**config.mk**
```make
export PLATFORM = sky130hd
export DESIGN_NAME = ws_result_drain
export DESIGN_NICKNAME = d
export VERILOG_FILES = /design/src/rtl/ws_pkg.sv /design/src/rtl/ws_requant.sv /design/src/rtl/ws_result_drain.sv
export SDC_FILE = /design/constraint.sdc
export NUM_CORES = 1
export LEC_CHECK = 0
export ABC_AREA = 1
export CAP_MARGIN = 30
export CORE_MARGIN = 2
export CORE_UTILIZATION = 45
export CTS_BUF_LIST = sky130_fd_sc_hd__clkbuf_8 sky130_fd_sc_hd__clkbuf_16
export DETAILED_ROUTE_END_ITERATION = 6
export GPL_TIMING_DRIVEN = 0
export PLACE_DENSITY = 0.71
export SLEW_MARGIN = 20
export SYNTH_ARGS = -nofsm -noshare
export SYNTH_HDL_FRONTEND = slang
export SYNTH_SLANG_ARGS = --single-unit
```
**constraint.sdc**
```tcl
create_clock -name clk -period 12.5 [get_ports clk]
set_input_delay 2.5 -clock clk [delete_from_list [all_inputs] [get_ports clk]]
set_output_delay 2.5 -clock clk [all_outputs]
set_load 0.005 [all_outputs]
```
**src/rtl/ws_pkg.sv**
```systemverilog
// Shared types and helpers for the weight-stationary result drain.
package ws_pkg;

  typedef enum logic {
    IDLE = 1'b0,
    EMIT = 1'b1
  } drain_state_t;

  // Widest intermediate the saturator accepts. Callers sign-extend into it.
  localparam int SAT_W = 64;

  // Clamp a signed value to the range of a dw-bit two's complement number.
  function automatic logic signed [SAT_W-1:0] sat_to_dw(input logic signed [SAT_W-1:0] y,
                                                        input int dw);
    logic signed [SAT_W-1:0] hi;
    logic signed [SAT_W-1:0] lo;
    hi = (SAT_W'(1) << (dw - 1)) - SAT_W'(1);
    lo = ~hi;
    if (y > hi) return hi;
    else if (y < lo) return lo;
    return y;
  endfunction

endpackage

```
**src/rtl/ws_requant.sv**
```systemverilog
// Combinational requantizer: rounding arithmetic right shift, then saturation to DATA_WIDTH.
// Negative results are forced to zero when WS_DRAIN_RELU_EN is defined.
module ws_requant
  import ws_pkg::*;
#(
  parameter int DATA_WIDTH = 16,
  parameter int SHIFT_W    = 5
) (
  input  logic [2*DATA_WIDTH-1:0] x,
  input  logic [SHIFT_W-1:0]      shift,
  output logic [DATA_WIDTH-1:0]   y
);

  localparam int AW = 2 * DATA_WIDTH;
  localparam int RW = AW + 1;

  logic signed [RW-1:0]    x_ext;
  logic signed [RW-1:0]    rnd;
  logic signed [RW-1:0]    sum;
  logic signed [RW-1:0]    shifted;
  logic signed [SAT_W-1:0] wide;
  logic signed [SAT_W-1:0] sat;
  logic [DATA_WIDTH-1:0]   q;
  logic                    unused_sat_hi;

  // One extra bit of headroom so the rounding add on the largest positive input cannot wrap.
  // NOTE: every combinational output gets a default at the top of the block, so no latch is inferred.
  always_comb begin
    x_ext = {x[AW-1], x};
    rnd   = '0;
    if (shift != '0) rnd = RW'(1) << (shift - 1'b1);
    sum     = x_ext + rnd;
    shifted = sum >>> shift;
    wide    = {{(SAT_W - RW){shifted[RW-1]}}, shifted};
    sat     = sat_to_dw(wide, DATA_WIDTH);
    q       = sat[DATA_WIDTH-1:0];
`ifdef WS_DRAIN_RELU_EN
    if (q[DATA_WIDTH-1]) q = '0;
`else
    q = q;
`endif
    y = q;
  end

  assign unused_sat_hi = ^sat[SAT_W-1:DATA_WIDTH];

endmodule

```
**src/rtl/ws_result_drain.sv**
```systemverilog
// Snapshots the systolic array's accumulator matrix on done_in and streams requantized
// elements row-major over valid/ready. Optional WS_DRAIN_RELU_EN clamps negatives to zero.
module ws_result_drain
  import ws_pkg::*;
#(
  parameter int DATA_WIDTH = 16,
  parameter int M          = 4,
  parameter int N          = 4,
  parameter int SHIFT_W    = 5,
  localparam int RIW       = (M > 1) ? $clog2(M) : 1,
  localparam int CIW       = (N > 1) ? $clog2(N) : 1
) (
  input  logic                                     clk,
  input  logic                                     rst_n,
  input  logic                                     done_in,
  input  logic [M-1:0][N-1:0][2*DATA_WIDTH-1:0]    c_in,
  input  logic [SHIFT_W-1:0]                       shift_amt,
  output logic [DATA_WIDTH-1:0]                    out_data,
  output logic [RIW-1:0]                           out_row,
  output logic [CIW-1:0]                           out_col,
  output logic                                     out_last,
  output logic                                     out_valid,
  input  logic                                     out_ready,
  output logic                                     busy,
  output logic                                     overrun
);

  localparam int AW = 2 * DATA_WIDTH;

  drain_state_t state, state_d;
  logic         capture;
  logic         advance;

  logic [M-1:0][N-1:0][AW-1:0] snap;
  logic [SHIFT_W-1:0]          snap_shift;

  logic [RIW-1:0]        nrow;
  logic [CIW-1:0]        ncol;
  logic                  nlast;
  logic [AW-1:0]         rq_x;
  logic [SHIFT_W-1:0]    rq_shift;
  logic [DATA_WIDTH-1:0] rq_y;

  // NOTE: sequential state is written with non-blocking assignments so every register
  // samples pre-edge values regardless of process ordering.
  always_ff @(posedge clk or negedge rst_n) begin
    if (!rst_n) state <= IDLE;
    else        state <= state_d;
  end

  always_comb begin
    state_d = state;
    capture = 1'b0;
    advance = 1'b0;
    unique case (state)
      IDLE: if (done_in) begin
        state_d = EMIT;
        capture = 1'b1;
      end
      EMIT: if (out_ready) begin
        advance = 1'b1;
        if (out_last) state_d = IDLE;
      end
      default: state_d = IDLE;
    endcase
  end

  assign out_valid = (state == EMIT);
  assign busy      = (state == EMIT);

  // Index of the element that follows the one currently presented.
  always_comb begin
    nrow = out_row;
    ncol = out_col + 1'b1;
    if (out_col == CIW'(N - 1)) begin
      ncol = '0;
      nrow = out_row + 1'b1;
    end
    nlast = (nrow == RIW'(M - 1)) && (ncol == CIW'(N - 1));
  end

  // On capture the snapshot is not yet loaded, so element [0][0] comes straight from c_in.
  always_comb begin
    rq_x     = snap[nrow][ncol];
    rq_shift = snap_shift;
    if (capture) begin
      rq_x     = c_in[0][0];
      rq_shift = shift_amt;
    end
  end

  ws_requant #(
    .DATA_WIDTH (DATA_WIDTH),
    .SHIFT_W    (SHIFT_W)
  ) u_requant (
    .x     (rq_x),
    .shift (rq_shift),
    .y     (rq_y)
  );

  // NOTE: the snapshot is a plain storage array with no reset; its contents are only
  // read after a capture has written them.
  always_ff @(posedge clk) begin
    if (capture) begin
      snap       <= c_in;
      snap_shift <= shift_amt;
    end
  end

  always_ff @(posedge clk or negedge rst_n) begin
    if (!rst_n) begin
      out_data <= '0;
      out_row  <= '0;
      out_col  <= '0;
      out_last <= 1'b0;
      overrun  <= 1'b0;
    end else begin
      if (done_in && state == EMIT) overrun <= 1'b1;
      if (capture) begin
        out_data <= rq_y;
        out_row  <= '0;
        out_col  <= '0;
        out_last <= (M == 1) && (N == 1);
      end else if (advance && !out_last) begin
        out_data <= rq_y;
        out_row  <= nrow;
        out_col  <= ncol;
        out_last <= nlast;
      end
    end
  end

endmodule

```
==> flow_summary.html, run 1 <==
<table>
<tr><th>Metric</th><th>Value</th></tr>
<tr><th colspan="2">Clocking</th></tr>
<tr><td>Insertion delay of the later-clocked pin in the worst-skew pair</td><td>0.64 ns</td></tr>
<tr><td>Clock Sink Count</td><td>540</td></tr>
<tr><td>Clock slew at the register clock pins of the worst setup and hold paths</td><td>0.06 ns</td></tr>
<tr><td>Hold Buf Count CTS</td><td>0</td></tr>
<tr><td>Number of instances resized during post-cts repair</td><td>0</td></tr>
<tr><td>Total number of H-tree levels</td><td>2</td></tr>
<tr><td>CTS tree</td><td>yes</td></tr>
<tr><td>Post-CTS setup repair buffer count</td><td>0</td></tr>
<tr><td>Number of buffers on the longest clock path</td><td>3</td></tr>
<tr><td>Cell chosen for the clock root</td><td>sky130_fd_sc_hd__clkbuf_16</td></tr>
<tr><td>Total CTS buffers</td><td>55</td></tr>
<tr><th colspan="2">Critical path</th></tr>
<tr><td>R2R depth</td><td>42</td></tr>
<tr><td>Capturing point of the worst reg2reg path</td><td>out_data[8]</td></tr>
<tr><td>Crit path kind</td><td>in2reg</td></tr>
<tr><td>Delay of the slowest cell on the worst path</td><td>0.51 ns</td></tr>
<tr><td>Data required time of the critical path</td><td>12.98 ns</td></tr>
<tr><td>Slowest cell on crit path</td><td>sky130_fd_sc_hd__clkdlybuf4s50_1</td></tr>
<tr><td>Kind of start point of the critical path</td><td>primary input</td></tr>
<tr><td>Cell repeated most along the worst path</td><td>sky130_fd_sc_hd__nand2_1</td></tr>
<tr><td>Startpoint of the most critical register-to-register path</td><td>busy</td></tr>
<tr><td>Highest net fanout along the worst path</td><td>139</td></tr>
<tr><td>Reg2Reg Setup Slack</td><td>5.05 ns</td></tr>
<tr><td>Critical path data arrival time</td><td>9.85 ns</td></tr>
<tr><td>Type of destination of the critical path</td><td>flip-flop</td></tr>
<tr><td>Worst setup path start</td><td>done_in</td></tr>
<tr><td>Timing endpoint of the critical path</td><td>out_data[8]</td></tr>
<tr><th colspan="2">Routing</th></tr>
<tr><td>Wirelength per Cell</td><td>25.76 um</td></tr>
<tr><td>Via-to-Cell Ratio</td><td>5.713</td></tr>
<tr><td>Post-detailed-routing wire length</td><td>102.5 mm</td></tr>
<tr><td>Count of routing violations after the opening detailed-route iteration</td><td>2,705</td></tr>
<tr><td>Post-DRT Antenna Nets</td><td>0</td></tr>
<tr><td>Overall via count from detail_route</td><td>22,740</td></tr>
<tr><td>Detailed Routing Iterations Pass 1</td><td>6</td></tr>
<tr><td>Number of design rule violations left after detail routing</td><td>0</td></tr>
<tr><th colspan="2">Synthesis</th></tr>
<tr><td>Synth async-reset ratio</td><td>4.259%</td></tr>
<tr><td>Share of synthesized area occupied by flip-flops and latches</td><td>62.44%</td></tr>
<tr><td>Average cell area after synthesis</td><td>10.13 um2</td></tr>
<tr><td>Count of unique library cells instantiated by Yosys</td><td>48</td></tr>
<tr><td>Number of synthesized flops with an enable pin</td><td>512</td></tr>
<tr><td>Area of the mapped netlist</td><td>25,700 um2</td></tr>
<tr><td>Number of standard cells after synthesis</td><td>2,538</td></tr>
<tr><td>Count of state elements after synthesis</td><td>540</td></tr>
<tr><td>Top FF cell, synth</td><td>sky130_fd_sc_hd__edfxtp_1</td></tr>
<tr><td>Total nets after synthesis</td><td>3,094</td></tr>
<tr><td>Total number of yosys warnings</td><td>0</td></tr>
<tr><th colspan="2">Worst hold path</th></tr>
<tr><td>Tightest Hold Check Type</td><td>reg2reg</td></tr>
<tr><th colspan="2">Final layout</th></tr>
<tr><td>Non-filler instance count after layout</td><td>3,981</td></tr>
<tr><td>Top library cells by usage in the layout, fill and taps aside</td><td>sky130_fd_sc_hd__clkdlybuf4s50_1, sky130_fd_sc_hd__edfxtp_1, sky130_fd_sc_hd__nor2_1</td></tr>
<tr><td>Leading cell type in the layout, fill and taps excluded</td><td>sky130_fd_sc_hd__clkdlybuf4s50_1</td></tr>
<tr><td>Area growth syn-to-layout</td><td>32.63%</td></tr>
<tr><td>Fraction of final layout cells sized beyond drive strength 1</td><td>4.143%</td></tr>
<tr><td>Final-stage net count</td><td>3,698</td></tr>
<tr><td>Fin util</td><td>60.46%</td></tr>
<tr><th colspan="2">GRT</th></tr>
<tr><td>Combined global-route utilization of all metal layers</td><td>33.91%</td></tr>
<tr><td>Antenna violations before repair</td><td>39</td></tr>
<tr><td>Maximum number of pins on one net before global-route repair</td><td>170</td></tr>
<tr><td>Global-route wire length before repair</td><td>146.3 mm</td></tr>
<tr><td>Via count of the first global-routing pass</td><td>22,110</td></tr>
<tr><td>Residual overflow from global routing</td><td>0</td></tr>
<tr><th colspan="2">Timing</th></tr>
<tr><td>Minimum clock period</td><td>9.375 ns</td></tr>
<tr><td>Clk_skew</td><td>0.05962 ns</td></tr>
<tr><td>Max-slew headroom</td><td>32.65%</td></tr>
<tr><td>Post-route fraction of the period consumed by the critical path</td><td>75.00%</td></tr>
<tr><td>Actual transition at the worst max-transition pin</td><td>1.010 ns</td></tr>
<tr><td>Hold violation total from the final report</td><td>0</td></tr>
<tr><td>Final number of max-transition violations</td><td>0</td></tr>
<tr><td>Maximum clock rate</td><td>106.7 MHz</td></tr>
<tr><td>Final hold slack</td><td>0.4642 ns</td></tr>
<tr><td>Count of final setup violators</td><td>0</td></tr>
<tr><td>RSZ-0062 raised after global routing</td><td>no</td></tr>
<tr><th colspan="2">Status</th></tr>
<tr><td>Status</td><td>completed</td></tr>
<tr><th colspan="2">Power and ir drop</th></tr>
<tr><td>Switching power as a share of total power</td><td>50.97%</td></tr>
<tr><td>Cell-internal power</td><td>4.800 mW</td></tr>
<tr><td>Total power density per cell area</td><td>287.1 nW/um2</td></tr>
<tr><td>Net switching power</td><td>4.989 mW</td></tr>
<tr><td>Combinational group share of total power</td><td>60.7%</td></tr>
<tr><td>Sequential share of power</td><td>22.3%</td></tr>
<tr><td>Clock network fraction of total power</td><td>17.0%</td></tr>
<tr><td>Peak supply drop</td><td>0.1307 mV</td></tr>
<tr><td>Leakage power total</td><td>12.42 nW</td></tr>
<tr><th colspan="2">Placement</th></tr>
<tr><td>Final estimated routing congestion in global placement</td><td>0.9572</td></tr>
<tr><td>Count of buffers from port buffering</td><td>544</td></tr>
<tr><td>Half-perimeter wire length after detailed placement</td><td>80.52 mm</td></tr>
<tr><td>Cell count after placement</td><td>3,841</td></tr>
<tr><th colspan="2">Floorplanning</th></tr>
<tr><td>Vert. Die Dim</td><td>243.0 um</td></tr>
<tr><td>FP Rows</td><td>87</td></tr>
<tr><td>Core region area</td><td>56,390 um2</td></tr>
<tr><td>Die ar.</td><td>59,050 um2</td></tr>
<tr><td>IO Pins</td><td>545</td></tr>
<tr><td>Die Span X</td><td>243.0 um</td></tr>
<tr><td>Initial Utilization</td><td>45.58%</td></tr>
<tr><th colspan="2">Run</th></tr>
<tr><td>Max-cap check violation count</td><td>0</td></tr>
</table>
metrics by stage:
| stage | power, mW | setup WS (ns) | setup TNS [ns] | area [um2] |
|---|---|---|---|---|
| 5_1_grt | 10.34 | 2.446 | 0 | 34060 |
| 2_1_floorplan | 5.769 | 2.130 | 0 | 25710 |
| 6_report | 9.789 | 3.125 | 0 | 34090 |
| 3_5_place_dp | 8.013 | 2.625 | 0 | 32200 |
| 4_1_cts | 9.672 | 3.218 | 0 | 34000 |
| 3_3_place_gp | 7.984 | -0.7237 | -10.17 | 32100 |
worst min-delay path by stage:
stage / startpoint / to / slack, ns / cells past startpoint
2_1_floorplan: overrun / overrun / 0.45 / 1
3_3_place_gp: overrun / overrun / 0.45 / 1
3_5_place_dp: overrun / overrun / 0.45 / 1
4_1_cts: overrun / overrun / 0.47 / 1
5_1_grt: overrun / overrun / 0.48 / 1
6_report: overrun / overrun / 0.46 / 1
cells in the mapped netlist, types with 9 or more instances:
| library cell | instances | share of area [%] |
|---|---|---|
| sky130_fd_sc_hd__a21oi_1 | 39 | 0.76 |
| sky130_fd_sc_hd__o211ai_1 | 65 | 1.9 |
| sky130_fd_sc_hd__a31oi_1 | 35 | 0.85 |
| sky130_fd_sc_hd__o21ai_0 | 297 | 5.8 |
| sky130_fd_sc_hd__o221ai_1 | 64 | 2.2 |
| sky130_fd_sc_hd__buf_1 | 12 | 0.18 |
| sky130_fd_sc_hd__dfrtp_1 | 23 | 2.2 |
| sky130_fd_sc_hd__nand2_1 | 407 | 5.9 |
| sky130_fd_sc_hd__nand3_1 | 165 | 3.2 |
| sky130_fd_sc_hd__nor2_1 | 422 | 6.2 |
| sky130_fd_sc_hd__xnor2_1 | 11 | 0.37 |
| sky130_fd_sc_hd__inv_1 | 155 | 2.3 |
| sky130_fd_sc_hd__o22ai_1 | 69 | 1.7 |
| sky130_fd_sc_hd__ha_1 | 34 | 1.7 |
| sky130_fd_sc_hd__edfxtp_1 | 512 | 60 |
| sky130_fd_sc_hd__clkbuf_1 | 123 | 1.8 |
| sky130_fd_sc_hd__inv_2 | 9 | 0.13 |
registers in the layout, summed over array words and instances (netlist names):
register	cells
snap	512
out_data	16
snap_shift	5
out_col	2
out_row	2
busy	1
out_last	1
overrun	1
cell type report:
class / instances / area [um2]
fillers: 4691 / 22300
inverters: 165 / 640.6
multi-input cells: 1683 / 8414
well taps: 756 / 945.9
repair buffers: 547 / 5523
diodes: 39 / 97.59
plain buffers: 150 / 616.8
clock inverters: 46 / 426.7
flip-flops and latches: 540 / 16050
clock buffers: 55 / 1376
worst max-delay path: cells and delay by family:
kind	cells	cell delay, ns
AOI/OAI and AO/OA	2	0.67
and+or+nand+nor	29	3.52
adders and majority gates	1	0.34
buffers and inverters	10	2.78
layer usage:
metal  track usage (%)  vias to the layer above  share of wire (%)
met5                 0                        -              0.045
met4             14.87                        6                4.0
met3             7.264                      183                9.3
met2             55.96                     1257                 48
met1             43.15                    10990                 39
li1                  -                    10300                  -
kinds of logic after synthesis:
family	Yosys count	share of synthesized area, %
and+or+nand+nor	1036	16.47
buffers and inverters	315	4.829
xor gates and xnor gates	14	0.4771
muxes	5	0.1996
DFF	540	62.44
AOI/OAI and AO/OA	592	13.83
adders and majority gates	35	1.733
other	1	0.01459
power by group through the flow:
stage                     registers [mW]  clock network, mW  logic (mW)
after global routing                2.19               1.74        6.41
final                               2.18               1.66        5.94
after global placement              2.23                  0        5.75
after detailed placement            2.22                  0        5.80
after CTS                           2.18               1.67        5.82
after floorplan                     2.22                  0        3.55
No activity file was read; power rests on OpenSTA's default activity.
==> inputs of run 2 (changes only) <==
--- a/config.mk
+++ b/config.mk
@@ -12,7 +12,7 @@
 export CTS_BUF_LIST = sky130_fd_sc_hd__clkbuf_8 sky130_fd_sc_hd__clkbuf_16
 export DETAILED_ROUTE_END_ITERATION = 6
 export GPL_TIMING_DRIVEN = 0
-export PLACE_DENSITY = 0.71
+export PLACE_DENSITY = 0.74
 export SLEW_MARGIN = 20
 export SYNTH_ARGS = -nofsm -noshare
 export SYNTH_HDL_FRONTEND = slang
==> constraint.sdc (replaced) <==
create_clock -name clk -period 8.17 [get_ports clk]
set_input_delay 1.634 -clock clk [delete_from_list [all_inputs] [get_ports clk]]
set_output_delay 1.634 -clock clk [all_outputs]
set_load 0.005 [all_outputs]
==> run 2 against run 1 <==
Via count about the same. Combinational power increased by 54%. Global-route usage decreased by 0.30 points. Worst hold slack got worse by 0.012 ns. Largest cell class unchanged. Clock skew increased by 0.011 ns. Critical path depth increased by 1. Clock power increased by 51%. Cell area increased by 0.18%. Setup slack got worse by 2.5 ns. Largest power group unchanged. Utilization increased by 0.11 points. Sequential power increased by 53%. Sequential cell count unchanged.
==> flow_summary.html, run 2 (synthesis gave the netlist of run 1 again) <==
<table>
<tr><th>Metric</th><th>Value</th></tr>
<tr><th colspan="2">Critical path</th></tr>
<tr><td>Slowest cell on crit path</td><td>sky130_fd_sc_hd__clkdlybuf4s50_1 (unchanged)</td></tr>
<tr><td>Crit path kind</td><td>in2reg (unchanged)</td></tr>
<tr><td>Data required time of the critical path</td><td>8.65 ns (was 12.98 ns)</td></tr>
<tr><td>R2R depth</td><td>39 (was 42)</td></tr>
<tr><td>Reg2Reg Setup Slack</td><td>0.95 ns (was 5.05 ns)</td></tr>
<tr><td>Highest net fanout along the worst path</td><td>88 (was 139)</td></tr>
<tr><td>Cell repeated most along the worst path</td><td>sky130_fd_sc_hd__nand2_1 (unchanged)</td></tr>
<tr><td>Type of destination of the critical path</td><td>flip-flop (unchanged)</td></tr>
<tr><td>Critical path data arrival time</td><td>8.00 ns (was 9.85 ns)</td></tr>
<tr><td>Capturing point of the worst reg2reg path</td><td>out_data[14] (was out_data[8])</td></tr>
<tr><td>Delay of the slowest cell on the worst path</td><td>0.51 ns (about the same)</td></tr>
<tr><td>Kind of start point of the critical path</td><td>primary input (unchanged)</td></tr>
<tr><td>Startpoint of the most critical register-to-register path</td><td>out_col[0] (was busy)</td></tr>
<tr><th colspan="2">Routing</th></tr>
<tr><td>Via-to-Cell Ratio</td><td>5.723 (was 5.713)</td></tr>
<tr><td>Wirelength per Cell</td><td>25.43 um (was 25.76 um)</td></tr>
<tr><td>Overall via count from detail_route</td><td>22,760 (was 22,740)</td></tr>
<tr><td>Count of routing violations after the opening detailed-route iteration</td><td>2,854 (was 2,705)</td></tr>
<tr><td>Post-detailed-routing wire length</td><td>101.2 mm (was 102.5 mm)</td></tr>
<tr><td>Detailed Routing Iterations Pass 1</td><td>5 (was 6)</td></tr>
<tr><td>Number of design rule violations left after detail routing</td><td>0 (unchanged)</td></tr>
<tr><td>Post-DRT Antenna Nets</td><td>0 (unchanged)</td></tr>
<tr><th colspan="2">GRT</th></tr>
<tr><td>Maximum number of pins on one net before global-route repair</td><td>194 (was 170)</td></tr>
<tr><td>Residual overflow from global routing</td><td>0 (unchanged)</td></tr>
<tr><td>Via count of the first global-routing pass</td><td>22,060 (was 22,110)</td></tr>
<tr><td>Antenna violations before repair</td><td>40 (was 39)</td></tr>
<tr><td>Global-route wire length before repair</td><td>145.0 mm (was 146.3 mm)</td></tr>
<tr><td>Combined global-route utilization of all metal layers</td><td>33.61% (was 33.91%)</td></tr>
<tr><th colspan="2">Timing</th></tr>
<tr><td>Clk_skew</td><td>0.07058 ns (was 0.05962 ns)</td></tr>
<tr><td>Final hold slack</td><td>0.4522 ns (was 0.4642 ns)</td></tr>
<tr><td>Maximum clock rate</td><td>132.8 MHz</td></tr>
<tr><td>Count of final setup violators</td><td>0 (unchanged)</td></tr>
<tr><td>Smallest setup slack after layout</td><td>0.6424 ns (was 3.125 ns)</td></tr>
<tr><td>Minimum clock period</td><td>7.528 ns</td></tr>
<tr><td>Actual transition at the worst max-transition pin</td><td>1.065 ns (was 1.010 ns)</td></tr>
<tr><td>Hold violation total from the final report</td><td>0 (unchanged)</td></tr>
<tr><td>Max-slew headroom</td><td>29.02% (was 32.65%)</td></tr>
<tr><td>RSZ-0062 raised after global routing</td><td>no (unchanged)</td></tr>
<tr><td>Post-route fraction of the period consumed by the critical path</td><td>92.14%</td></tr>
<tr><td>Final number of max-transition violations</td><td>0 (unchanged)</td></tr>
<tr><th colspan="2">Status</th></tr>
<tr><td>Status</td><td>completed (unchanged)</td></tr>
<tr><th colspan="2">Final layout</th></tr>
<tr><td>Top library cells by usage in the layout, fill and taps aside</td><td>sky130_fd_sc_hd__clkdlybuf4s50_1, sky130_fd_sc_hd__edfxtp_1, sky130_fd_sc_hd__nor2_1 (unchanged)</td></tr>
<tr><td>Top reg by flops</td><td>snap (unchanged)</td></tr>
<tr><td>Post-layout instance area</td><td>34,150 um2 (was 34,090 um2)</td></tr>
<tr><td>Layout fillers</td><td>4,696 (was 4,691)</td></tr>
<tr><td>Final-stage net count</td><td>3,700 (was 3,698)</td></tr>
<tr><td>Biggest registers after layout</td><td>snap x512, out_data x16, snap_shift x5 (unchanged)</td></tr>
<tr><td>Fraction of final layout cells sized beyond drive strength 1</td><td>4.607% (was 4.143%)</td></tr>
<tr><td>Largest register FFs</td><td>512 (unchanged)</td></tr>
<tr><td>Leading cell type in the layout, fill and taps excluded</td><td>sky130_fd_sc_hd__clkdlybuf4s50_1 (unchanged)</td></tr>
<tr><td>Area growth syn-to-layout</td><td>32.87% (was 32.63%)</td></tr>
<tr><td>Fin util</td><td>60.57% (was 60.46%)</td></tr>
<tr><th colspan="2">Floorplanning</th></tr>
<tr><td>Initial Utilization</td><td>45.58% (unchanged)</td></tr>
<tr><td>Die Span X</td><td>243.0 um (unchanged)</td></tr>
<tr><td>IO Pins</td><td>545 (unchanged)</td></tr>
<tr><td>Die ar.</td><td>59,050 um2 (unchanged)</td></tr>
<tr><td>Vert. Die Dim</td><td>243.0 um (unchanged)</td></tr>
<tr><td>Core region area</td><td>56,390 um2 (unchanged)</td></tr>
<tr><td>FP Rows</td><td>87 (unchanged)</td></tr>
<tr><th colspan="2">Clocking</th></tr>
<tr><td>Total CTS buffers</td><td>56 (was 55)</td></tr>
<tr><td>Cell chosen for the clock root</td><td>sky130_fd_sc_hd__clkbuf_16 (unchanged)</td></tr>
<tr><td>Clock Sink Count</td><td>540 (unchanged)</td></tr>
<tr><td>Hold Buf Count CTS</td><td>0 (unchanged)</td></tr>
<tr><td>CTS tree</td><td>yes (unchanged)</td></tr>
<tr><td>Insertion delay of the later-clocked pin in the worst-skew pair</td><td>0.66 ns (was 0.64 ns)</td></tr>
<tr><td>Clock slew at the register clock pins of the worst setup and hold paths</td><td>0.06 ns (about the same)</td></tr>
<tr><td>Number of buffers on the longest clock path</td><td>3 (unchanged)</td></tr>
<tr><td>Total number of H-tree levels</td><td>2 (unchanged)</td></tr>
<tr><th colspan="2">Worst hold path</th></tr>
<tr><td>Instance count along the most critical hold path</td><td>1 (unchanged)</td></tr>
<tr><td>Endpoint with the worst hold slack</td><td>overrun (unchanged)</td></tr>
<tr><td>Tightest Hold Check Type</td><td>reg2reg (unchanged)</td></tr>
<tr><td>Beginning of the worst hold path</td><td>overrun (unchanged)</td></tr>
<tr><th colspan="2">Placement</th></tr>
<tr><td>Half-perimeter wire length after detailed placement</td><td>79.19 mm (was 80.52 mm)</td></tr>
<tr><td>Count of buffers from port buffering</td><td>544 (unchanged)</td></tr>
<tr><td>Placement Setup Slack</td><td>-1.207 ns (was 2.625 ns)</td></tr>
<tr><td>Instance area after placement</td><td>32,200 um2 (unchanged)</td></tr>
<tr><td>Final estimated routing congestion in global placement</td><td>0.9804 (was 0.9572)</td></tr>
<tr><th colspan="2">Power and ir drop</th></tr>
<tr><td>Leakage power total</td><td>12.45 nW (was 12.42 nW)</td></tr>
<tr><td>Sum of internal, switching and leakage power</td><td>15.02 mW (was 9.789 mW)</td></tr>
<tr><td>Total power density per cell area</td><td>439.7 nW/um2 (was 287.1 nW/um2)</td></tr>
<tr><td>Peak supply drop</td><td>0.2141 mV (was 0.1307 mV)</td></tr>
<tr><th colspan="2">Run</th></tr>
<tr><td>Max-cap check violation count</td><td>0 (unchanged)</td></tr>
</table>
==> run 2: cell count changes in the layout (fill, tap and decap cells not counted), sizes merged, moves of 3 or more <==
cell	delta
diode	-9
clkinvlp	+3
bufinv	-4
clkbuf	+4
clkinv	+3
==> run 2: timing repair <==
action	4_1_cts	5_1_grt
gates cloned	2	0
setup endpoints to repair	15	15
setup buffers	0	0
resized for setup	2	15
==> run 2: worst max-delay path: cells and delay by family <==
kind | cells | cell delay [ns]
AOI/OAI and AO/OA | 2 | 0.46
adders and majority gates | 1 | 0.31
buffers and inverters | 8 | 1.57
and+or+nand+nor | 32 | 3.97
==> run 2: worst max-delay path by stage <==
stage	startpoint	depth (start not counted)	endpoint
final	done_in	43	out_data[14]
after detailed placement	done_in	41	out_data[11]
after global placement	done_in	40	out_data[14]
after floorplan	done_in	42	out_data[5]
after global routing	done_in	38	out_data[14]
after CTS	done_in	41	out_data[14]
==> run 2: power by group <==
| group | switching (mW) | leakage (nW) | total [mW] | internal [mW] |
|---|---|---|---|---|
| clock | 1.12 | 0.897 | 2.51 | 1.38 |
| sequential | 0.0755 | 4.91 | 3.34 | 3.26 |
| combinational | 6.52 | 6.64 | 9.17 | 2.65 |
| total | 7.72 | 12.4 | 15.0 | 7.29 |
==> run 2: layer usage <==
metal | vias to the layer above | GRT usage [%] | share of wire, %
li1 | 10290 | - | -
met1 | 10880 | 43.93 | 39
met2 | 1383 | 55.12 | 47
met3 | 188 | 7.198 | 9.9
met4 | 12 | 12.61 | 3.9
met5 | - | 0 | 0.085
==> run 2: per-stage QoR <==
stage / instances / setup TNS [ns]
floorplan: 2538 / 0
global placement: 3838 / -39.48
detailed placement: 3841 / -17.20
CTS: 3948 / 0
global route: 3972 / 0
finish: 3977 / 0
==> run 2: layout make-up <==
| class | count | area (um2) | share of cell area [%] |
|---|---|---|---|
| sequential | 540 | 16050 | 47.00 |
| multi-input combinational | 1683 | 8438 | 24.71 |
| timing repair buffer | 548 | 5560 | 16.28 |
| clock buffer | 58 | 1440 | 4.217 |
| tap | 756 | 945.9 | 2.770 |
| inverter | 165 | 650.6 | 1.905 |
| buffer | 150 | 625.6 | 1.832 |
| clock inverter | 47 | 366.6 | 1.073 |
| antenna | 30 | 75.07 | 0.2198 |
